==> src/rtl/cpu_run_ctrl.sv <==
// Run controller for a CPU core: holds the core in reset, then drives per-channel
// stall (none / periodic / LFSR-random / single-step) until halt or timeout.
module cpu_run_ctrl #(
    parameter int          NCH        = 1,
    parameter int          CNT_W      = 32,
    parameter int          PERIOD_W   = 8,
    parameter int          RST_CYCLES = 1,
    parameter int          MAX_CYCLES = 100000,
    parameter logic [15:0] LFSR_SEED  = 16'hACE1
) (
    input  logic                clk,
    input  logic                rst,
    input  logic                start,
    input  logic [1:0]          mode,
    input  logic [PERIOD_W-1:0] period,
    input  logic [PERIOD_W-1:0] duty,
    input  logic [7:0]          density,
    input  logic                step_req,
    input  logic                halt_req,
    output logic                cpu_rst,
    output logic [NCH-1:0]      stall,
    output logic [CNT_W-1:0]    cycle_cnt,
    output logic [CNT_W-1:0]    stall_cnt,
    output logic                running,
    output logic                done,
    output logic                timeout
);

    localparam int RC_W = (RST_CYCLES > 1) ? $clog2(RST_CYCLES) : 1;

    typedef enum logic [1:0] {S_IDLE, S_RESET, S_RUN, S_DONE} state_e;
    typedef enum logic [1:0] {M_NONE, M_PERIODIC, M_RANDOM, M_STEP} mode_e;

    typedef struct packed {
        mode_e               mode;
        logic [PERIOD_W-1:0] period;
        logic [PERIOD_W-1:0] duty;
        logic [7:0]          density;
    } cfg_t;

    function automatic logic [15:0] seed_of(input int ch);
        logic [15:0] s;
        s = LFSR_SEED ^ 16'(32'h1D3B * (ch + 1));
        return (s == 16'h0) ? 16'h0001 : s;
    endfunction

    // Galois form, taps 16,14,13,11.
    function automatic logic [15:0] lfsr_step(input logic [15:0] v);
        return v[0] ? ((v >> 1) ^ 16'hB400) : (v >> 1);
    endfunction

    state_e                 state_q, state_d;
    logic [RC_W-1:0]        rst_cnt_q, rst_cnt_d;
    logic [CNT_W-1:0]       cycle_cnt_q, cycle_cnt_d;
    logic [CNT_W-1:0]       stall_cnt_q, stall_cnt_d;
    logic [PERIOD_W-1:0]    phase_q, phase_d;
    logic [NCH-1:0][15:0]   lfsr_q, lfsr_d;
    cfg_t                   cfg_q, cfg_d;
    logic [NCH-1:0]         stall_q, stall_d;
    logic                   cpu_rst_q, cpu_rst_d;
    logic                   running_q, running_d;
    logic                   done_q, done_d;
    logic                   timeout_q, timeout_d;
    logic                   step_prev_q;

    logic                   enter_run;
    logic                   step_rise;
    logic [PERIOD_W-1:0]    period_eff;

    assign step_rise  = step_req & ~step_prev_q;
    assign period_eff = (cfg_d.period == '0) ? PERIOD_W'(1) : cfg_d.period;

    // NOTE: every variable gets a default before the case so no path infers a latch.
    always_comb begin
        state_d     = state_q;
        rst_cnt_d   = rst_cnt_q;
        cycle_cnt_d = cycle_cnt_q;
        stall_cnt_d = stall_cnt_q;
        phase_d     = phase_q;
        lfsr_d      = lfsr_q;
        cfg_d       = cfg_q;
        timeout_d   = timeout_q;
        stall_d     = '1;
        enter_run   = 1'b0;

        case (state_q)
            S_IDLE, S_DONE: begin
                if (start) begin
                    state_d     = S_RESET;
                    rst_cnt_d   = '0;
                    cycle_cnt_d = '0;
                    stall_cnt_d = '0;
                    timeout_d   = 1'b0;
                end
            end
            S_RESET: begin
                if (rst_cnt_q == RC_W'(RST_CYCLES - 1)) begin
                    state_d   = S_RUN;
                    enter_run = 1'b1;
                    cfg_d     = '{mode: mode_e'(mode), period: period, duty: duty, density: density};
                end else begin
                    rst_cnt_d = rst_cnt_q + 1'b1;
                end
            end
            S_RUN: begin
                if (cycle_cnt_q != '1) cycle_cnt_d = cycle_cnt_q + 1'b1;
                if (stall_q[0] && stall_cnt_q != '1) stall_cnt_d = stall_cnt_q + 1'b1;
                if (halt_req) begin
                    state_d   = S_DONE;
                    timeout_d = 1'b0;
                end else if (cycle_cnt_q == CNT_W'(MAX_CYCLES - 1)) begin
                    state_d   = S_DONE;
                    timeout_d = 1'b1;
                end
            end
            default: state_d = S_IDLE;
        endcase

        // Stall for the coming RUN cycle is decided here and registered.
        if (state_d == S_RUN) begin
            if (enter_run || phase_q >= period_eff - 1'b1) phase_d = '0;
            else                                           phase_d = phase_q + 1'b1;

            case (cfg_d.mode)
                M_NONE:     stall_d = '0;
                M_PERIODIC: stall_d = {NCH{phase_d < cfg_d.duty}};
                M_RANDOM: begin
                    for (int i = 0; i < NCH; i++) begin
                        lfsr_d[i]  = lfsr_step(lfsr_q[i]);
                        stall_d[i] = (lfsr_d[i][7:0] < cfg_d.density);
                    end
                end
                M_STEP:     stall_d = (!enter_run && step_rise && stall_q[0]) ? '0 : '1;
                default:    stall_d = '1;
            endcase
        end

        cpu_rst_d = (state_d == S_IDLE) || (state_d == S_RESET);
        running_d = (state_d == S_RUN);
        done_d    = (state_d == S_DONE);
    end

    // NOTE: state registers use non-blocking assignments so all flops update together.
    always_ff @(posedge clk or negedge rst) begin
        if (!rst) begin
            state_q     <= S_IDLE;
            rst_cnt_q   <= '0;
            cycle_cnt_q <= '0;
            stall_cnt_q <= '0;
            phase_q     <= '0;
            cfg_q       <= '0;
            stall_q     <= '1;
            cpu_rst_q   <= 1'b1;
            running_q   <= 1'b0;
            done_q      <= 1'b0;
            timeout_q   <= 1'b0;
            step_prev_q <= 1'b0;
            for (int i = 0; i < NCH; i++) lfsr_q[i] <= seed_of(i);
        end else begin
            state_q     <= state_d;
            rst_cnt_q   <= rst_cnt_d;
            cycle_cnt_q <= cycle_cnt_d;
            stall_cnt_q <= stall_cnt_d;
            phase_q     <= phase_d;
            cfg_q       <= cfg_d;
            lfsr_q      <= lfsr_d;
            stall_q     <= stall_d;
            cpu_rst_q   <= cpu_rst_d;
            running_q   <= running_d;
            done_q      <= done_d;
            timeout_q   <= timeout_d;
            step_prev_q <= step_req;
        end
    end

    assign cpu_rst   = cpu_rst_q;
    assign stall     = stall_q;
    assign cycle_cnt = cycle_cnt_q;
    assign stall_cnt = stall_cnt_q;
    assign running   = running_q;
    assign done      = done_q;
    assign timeout   = timeout_q;

endmodule
==> config.mk <==
export PLATFORM = sky130hd
export DESIGN_NAME = cpu_run_ctrl
export DESIGN_NICKNAME = d
export VERILOG_FILES = /design/src/rtl/cpu_run_ctrl.sv
export SDC_FILE = /design/constraint.sdc
export NUM_CORES = 1
export LEC_CHECK = 0
export BUFFER_PORTS_ARGS = -buffer_cell sky130_fd_sc_hd__buf_2
export CAP_MARGIN = 20
export CELL_PAD_IN_SITES_DETAIL_PLACEMENT = 0
export CELL_PAD_IN_SITES_GLOBAL_PLACEMENT = 2
export CORE_MARGIN = 1
export CORE_UTILIZATION = 35
export DETAILED_ROUTE_END_ITERATION = 7
export PLACE_DENSITY_LB_ADDON = 0.1
export SKIP_CTS_REPAIR_TIMING = 1
export SLEW_MARGIN = 20
export SYNTH_ARGS = -nofsm -noshare
export SYNTH_HDL_FRONTEND = slang
export SYNTH_SLANG_ARGS = --single-unit
==> constraint.sdc <==
create_clock -name clk -period 9.5 [get_ports clk]
set_clock_uncertainty 0.1 [all_clocks]
set_input_delay 2.85 -clock clk [delete_from_list [all_inputs] [get_ports clk]]
set_output_delay 2.85 -clock clk [all_outputs]
set_load 0.02 [all_outputs]
# Word-level counts from Yosys, hierarchy flattened
# Index checks and enable logic that the tools add are counted.
# W data, S select, Z words.
# totals
inputBits	31
regBits	123
# op_classes
mux	27
bitwise_logic	3
n_eq_ne	16
magnitude_cmp	3
add_sub_neg	5
reduce_logical	18
# op_table
cell	n
$pmux W32 S2	2
$mux W32	3
$add A32 B1 Y32 const B	2
$ne A32 B32 Y1 const B	2
$mux W26	2
$eq A32 B17 Y1 const B	1
$mux W8	3
$lt A8 B8 Y1	2
$mux W16	1
$eq A2 B2 Y1 const B	6
$reduce_and A3 Y1	3
$add A8 B1 Y8 const B	1
$ge A8 B8 Y1	1
$logic_not A8 Y1	1
$mux W1	8
$mux W2	4
$sub A8 B1 Y8 const B	1
$eq A2 B1 Y1 const B	3
$logic_not A2 Y1	3
$ne A2 B2 Y1 const B	3
$pmux W2 S3	1
$not A3 Y4	1
$pmux W1 S2	2
$pmux W1 S4	1
10 further kinds	15

# Logic depth before layout (Yosys ltp)
# depth
word_depth	12
depth_mapped	22
depth_no_buf	21

# Worst setup path before layout
# No wires, ideal clock.
# synth_path
path_type	input port to flip-flop
from	in period[4]
to	reg stall_q, in the netlist stall
n_path_buf	0
cell_stages	19
arrival_time_ps	6408
t_required_ps	9333
setup_slack_ps	2925
setup_time_ps	67
path_cell_list	mux2i_1 > o21ai_0 > or3_1 > nor3_1 > nor2_1 > ha_1 > nand2_1 > xor2_1 > ha_1 > a21o_1 > a2111oi_0 > o31ai_1 > nor2_1 > ha_1 > a21oi_1 > o2111ai_1 > a211oi_1 > o21ai_0 > nand4_1
# synth_between
elab_chain_len	12
# synth_lines
element	line_no	source
from (decl)	15	input logic [PERIOD_W-1:0] period,
$mux W26 (*)	97	if (rst_cnt_q == RC_W'(RST_CYCLES - 1)) begin
$mux W26 (*)	86	case (state_q)
$logic_not A8 Y1	71	assign period_eff = (cfg_d.period == '0) ? PERIOD_W'(1) : cfg_d.period;
$mux W8 (*)	71	
$sub A8 B1 Y8 (*)	121	if (enter_run || phase_q >= period_eff - 1'b1) phase_d = '0;
$ge A8 B8 Y1 (*)	121	
$logic_or A1 B1 Y1 (*)	121	
$mux W8 (*)	121	
$mux W8 (*)	120	if (state_d == S_RUN) begin
$lt A8 B8 Y1 (*)	126	M_PERIODIC: stall_d = {NCH{phase_d < cfg_d.duty}};
$pmux W1 S4 (*)	124	case (cfg_d.mode)
$mux W1 (*)	120	
via stall_d	59	logic [NCH-1:0] stall_q, stall_d;
to (signal assigned)	167	stall_q <= stall_d;
to (decl)	59	
# Mark *: on every way through the listed nets, which the timed path passes. The rest lies on a longest branch. The select of a mux whose other input is x is not followed.
# A chain may end at the register's enable or synchronous reset.

# Worst setup path in the final report
# Same ends and word-level chain as after synthesis.

==> impl_metrics.env <==
export IMPL_area_growth_pct=20.8
export IMPL_port_buffers=99
export IMPL_grt_max_degree=63
export IMPL_switching_power_mw=0.820
export IMPL_cts_sinks=122
export IMPL_fin_crit_ns=6.86
export IMPL_hold_viol=0
export IMPL_worstSetupStartpointType="primary input"
export IMPL_wire_per_inst_um=17.4
export IMPL_leakage_nw=3.73
export IMPL_globalRouteOverflowTotal=0
export IMPL_dr_pass1_iters=4
export IMPL_cp_common_cell="ha_1"
export IMPL_ys_warnings_count=0
export IMPL_clk_latency_ns=0.41
export IMPL_dpl_hpwl_um=13000
export IMPL_setup_tns_ns=0
export IMPL_dieArea_sq_um=20100
export IMPL_grt_pass1_vias=5923
export IMPL_synth_edf_count=0
export IMPL_min_path_type="reg -> reg"
export IMPL_die_height_um=142
export IMPL_critPathKind="in -> reg"
export IMPL_io_pins=100
export IMPL_diodes=0
export IMPL_cts_tree="built"
export IMPL_multi_input_area_sq_um=3600
export IMPL_setup_violations=0
export IMPL_arrival_ns=7.11
export IMPL_dieWidth_um=142
export IMPL_ff_latch_area_sq_um=3070
export IMPL_viasPerCell=5.51
export IMPL_end_kind="flop"
export IMPL_power_density_nw_per_um2=259
export IMPL_yosysSeqAreaShare=0.448
export IMPL_cts_path_max_buffers=2
export IMPL_syn_avg_cell_area_sq_um=9.97
export IMPL_drv_cap=0
export IMPL_cts_max_level=4
export IMPL_drc_errors=0
export IMPL_timing_critical_path_buf_inv=1
export IMPL_finalNetCount=848
export IMPL_clock_tree_root_cell="clkbuf_16"
export IMPL_sequentialPowerShare=0.310
export IMPL_setup_ws_ns=2.64
export IMPL_outcome="completed"
export IMPL_grt_pass1_wl_um=30800
export IMPL_max_freq_mhz=146
export IMPL_max_stage_delay_ns=0.50
export IMPL_dp_slack_ns=2.17
export IMPL_maxSlewViolCount=0
export IMPL_antenna_found_initial=0
export IMPL_crit_required_ns=9.75
export IMPL_peakVddDrop_mv=0.141
export IMPL_gp_congestion=0.773
export IMPL_drt_antenna_violating_nets=0
export IMPL_core_area_sq_um=19000
export IMPL_clkPwrFrac=0.313
export IMPL_start_util=0.361
export IMPL_cp_slowest_cell="a2111oi_0"
export IMPL_fin_crit_sh=0.722
export IMPL_cp_cell_sequence="buf_2, mux2i_1, o21ai_0, or3_1, nor3_1, nor2_1, ha_1, nand2_1, xor2_1, ha_1, a21o_1, a2111oi_0, o31ai_2, nor2_1, ha_1, a21oi_1, o2111ai_1, a211oi_1, o21ai_0, nand4_1"
export IMPL_routed_wl_um=18400
export IMPL_ys_async_sr_fraction=1.00
export IMPL_ys_ff_latch=122
export IMPL_critPathMaxFanout=9
export IMPL_syn_area_sq_um=6850
export IMPL_slew_headroom=0.439
export IMPL_grt_total_usage=0.195
export IMPL_layout_drive_gt1_share=0.253
export IMPL_p_comb_frac=0.377
export IMPL_syn_inst=687
export IMPL_ys_dominant_reg_cell="dfrtp_1"
export IMPL_dr_total_vias=5855
export IMPL_ys_types=59
export IMPL_cts_buffers=17
export IMPL_drt_iter0_drc=249
export IMPL_worst_pin_slew_ns=0.842
export IMPL_cp_top_family="compound AO/OA/AOI/OAI gates"
export IMPL_totalPowerFinal_mw=2.14
export IMPL_std_cell_rows=50
export IMPL_sw_frac_of_total=0.383
export IMPL_fillers=1883
export IMPL_cts_clk_slew_worst_paths_ns=0.06
export IMPL_syn_num_nets=746
export IMPL_p_int_mw=1.32
export IMPL_rsz0062_at_grt="false"
[cells in the mapped netlist (10+ instances only)]
| cell | count | area share |
|---|---|---|
| nand4_1 | 29 | 0.026 |
| nand2_1 | 48 | 0.026 |
| or4_1 | 22 | 0.024 |
| a21oi_1 | 47 | 0.034 |
| clkbuf_1 | 10 | 0.0055 |
| mux2_2 | 34 | 0.056 |
| nand3_1 | 30 | 0.022 |
| o31ai_1 | 25 | 0.027 |
| ha_1 | 28 | 0.051 |
| mux2i_1 | 21 | 0.031 |
| nor2_1 | 28 | 0.015 |
| nor4_1 | 11 | 0.010 |
| inv_1 | 29 | 0.016 |
| dfstp_2 | 11 | 0.042 |
| o21ai_0 | 41 | 0.030 |
| or3_1 | 25 | 0.023 |
| dfrtp_1 | 111 | 0.41 |
| and2_1 | 10 | 0.0091 |
| and3_1 | 12 | 0.011 |
| xor2_1 | 11 | 0.014 |
[cell usage in the layout, fill, tap and decap left out, types with 27 or more instances in the layout]
master | netlist | layout
a21oi_1 | 47 | 47
buf_2 | 8 | 98
dfrtp_1 | 111 | 111
ha_1 | 28 | 28
inv_1 | 29 | 29
mux2_2 | 34 | 34
nand2_1 | 48 | 48
nand3_1 | 30 | 30
nand4_1 | 29 | 29
nor2_1 | 28 | 27
o21ai_0 | 41 | 41
[power by group through the flow]
| stage | Clock (mW) | Combinational, mW | Sequential (mW) |
|---|---|---|---|
| floorplan | 0 | 0.570 | 0.676 |
| global placement | 0 | 0.788 | 0.673 |
| detailed placement | 0 | 0.812 | 0.675 |
| CTS | 0.689 | 0.816 | 0.667 |
| global route | 0.711 | 0.910 | 0.674 |
| finish | 0.671 | 0.808 | 0.665 |
[flip-flops by register name, indices dropped and copies added (netlist names)]
| signal | count |
|---|---|
| step_prev_q | 1 |
| done | 1 |
| stall_cnt | 32 |
| lfsr_q | 16 |
| stall | 1 |
| cfg_q | 26 |
| running | 1 |
| phase_q | 8 |
| state_q | 2 |
| timeout | 1 |
| cycle_cnt | 32 |
| cpu_rst | 1 |
[final cells by class]
cell class                      instances  share of cell area
Clock inverter                         14              0.0207
Inverter                               29              0.0131
Clock buffer                           18              0.0530
Sequential cell                       122               0.370
Multi-Input combinational cell        511               0.435
Tap cell                              260              0.0393
Timing Repair Buffer                  108              0.0683
[kinds of logic (layout without fill, tap and decap cells)]
group | Yosys count | count (layout) | synth area share
and+or+nand+nor | 253 | 253 | 0.211
AOI/OAI and AO/OA | 158 | 158 | 0.150
DFF | 122 | 122 | 0.448
muxes | 55 | 55 | 0.0866
buffers and inverters | 54 | 169 | 0.0321
adders and majority gates | 28 | 28 | 0.0511
xor gates and xnor gates | 17 | 17 | 0.0217
[worst register-to-register path: cells and delay by family (launching register included)]
kind / cells / cell delay, ns
fa+ha+maj: 4 / 0.92
flops: 1 / 0.38
simple gates: 6 / 1.09
mux: 1 / 0.36
xor+xnor: 1 / 0.16
compound gates: 8 / 1.90
buf+inv: 2 / 0.48
[path summary, 6_finish.rpt]
kind	startpoint	to	slack, ns	cells after the start
min in group asynchronous	rst	cfg_q[22]	2.41	1
worst max register to register	state_q[1]	stall	4.04	22
worst min register to register	cfg_q[7]	cfg_q[7]	0.38	2
worst min-delay path	cfg_q[7]	cfg_q[7]	0.38	2
worst max-delay path	period[4]	stall	2.64	20
max in group asynchronous	rst	cycle_cnt[16]	5.55	2
[layer usage]
| layer | up-vias | global-route usage | wire [um] |
|---|---|---|---|
| met4 | 0 | 0.0668 | 175 |
| met1 | 2882 | 0.265 | 8920 |
| met5 | - | 0 | 0 |
| met3 | 19 | 0.0354 | 693 |
| met2 | 129 | 0.312 | 8650 |
| li1 | 2825 | - | - |
[through the flow]
stage	instance area, sq um	instances	hold slack (ns)	utilization
4_1_cts	8260	1062	0.391	0.436
3_3_place_gp	7650	1030	0.374	0.403
3_5_place_dp	7650	1030	0.377	0.403
2_1_floorplan	6850	687	0.352	-
5_1_grt	8280	1062	0.417	0.437
6_report	8280	1062	0.384	0.437
Power figures use the tool's default switching activity.
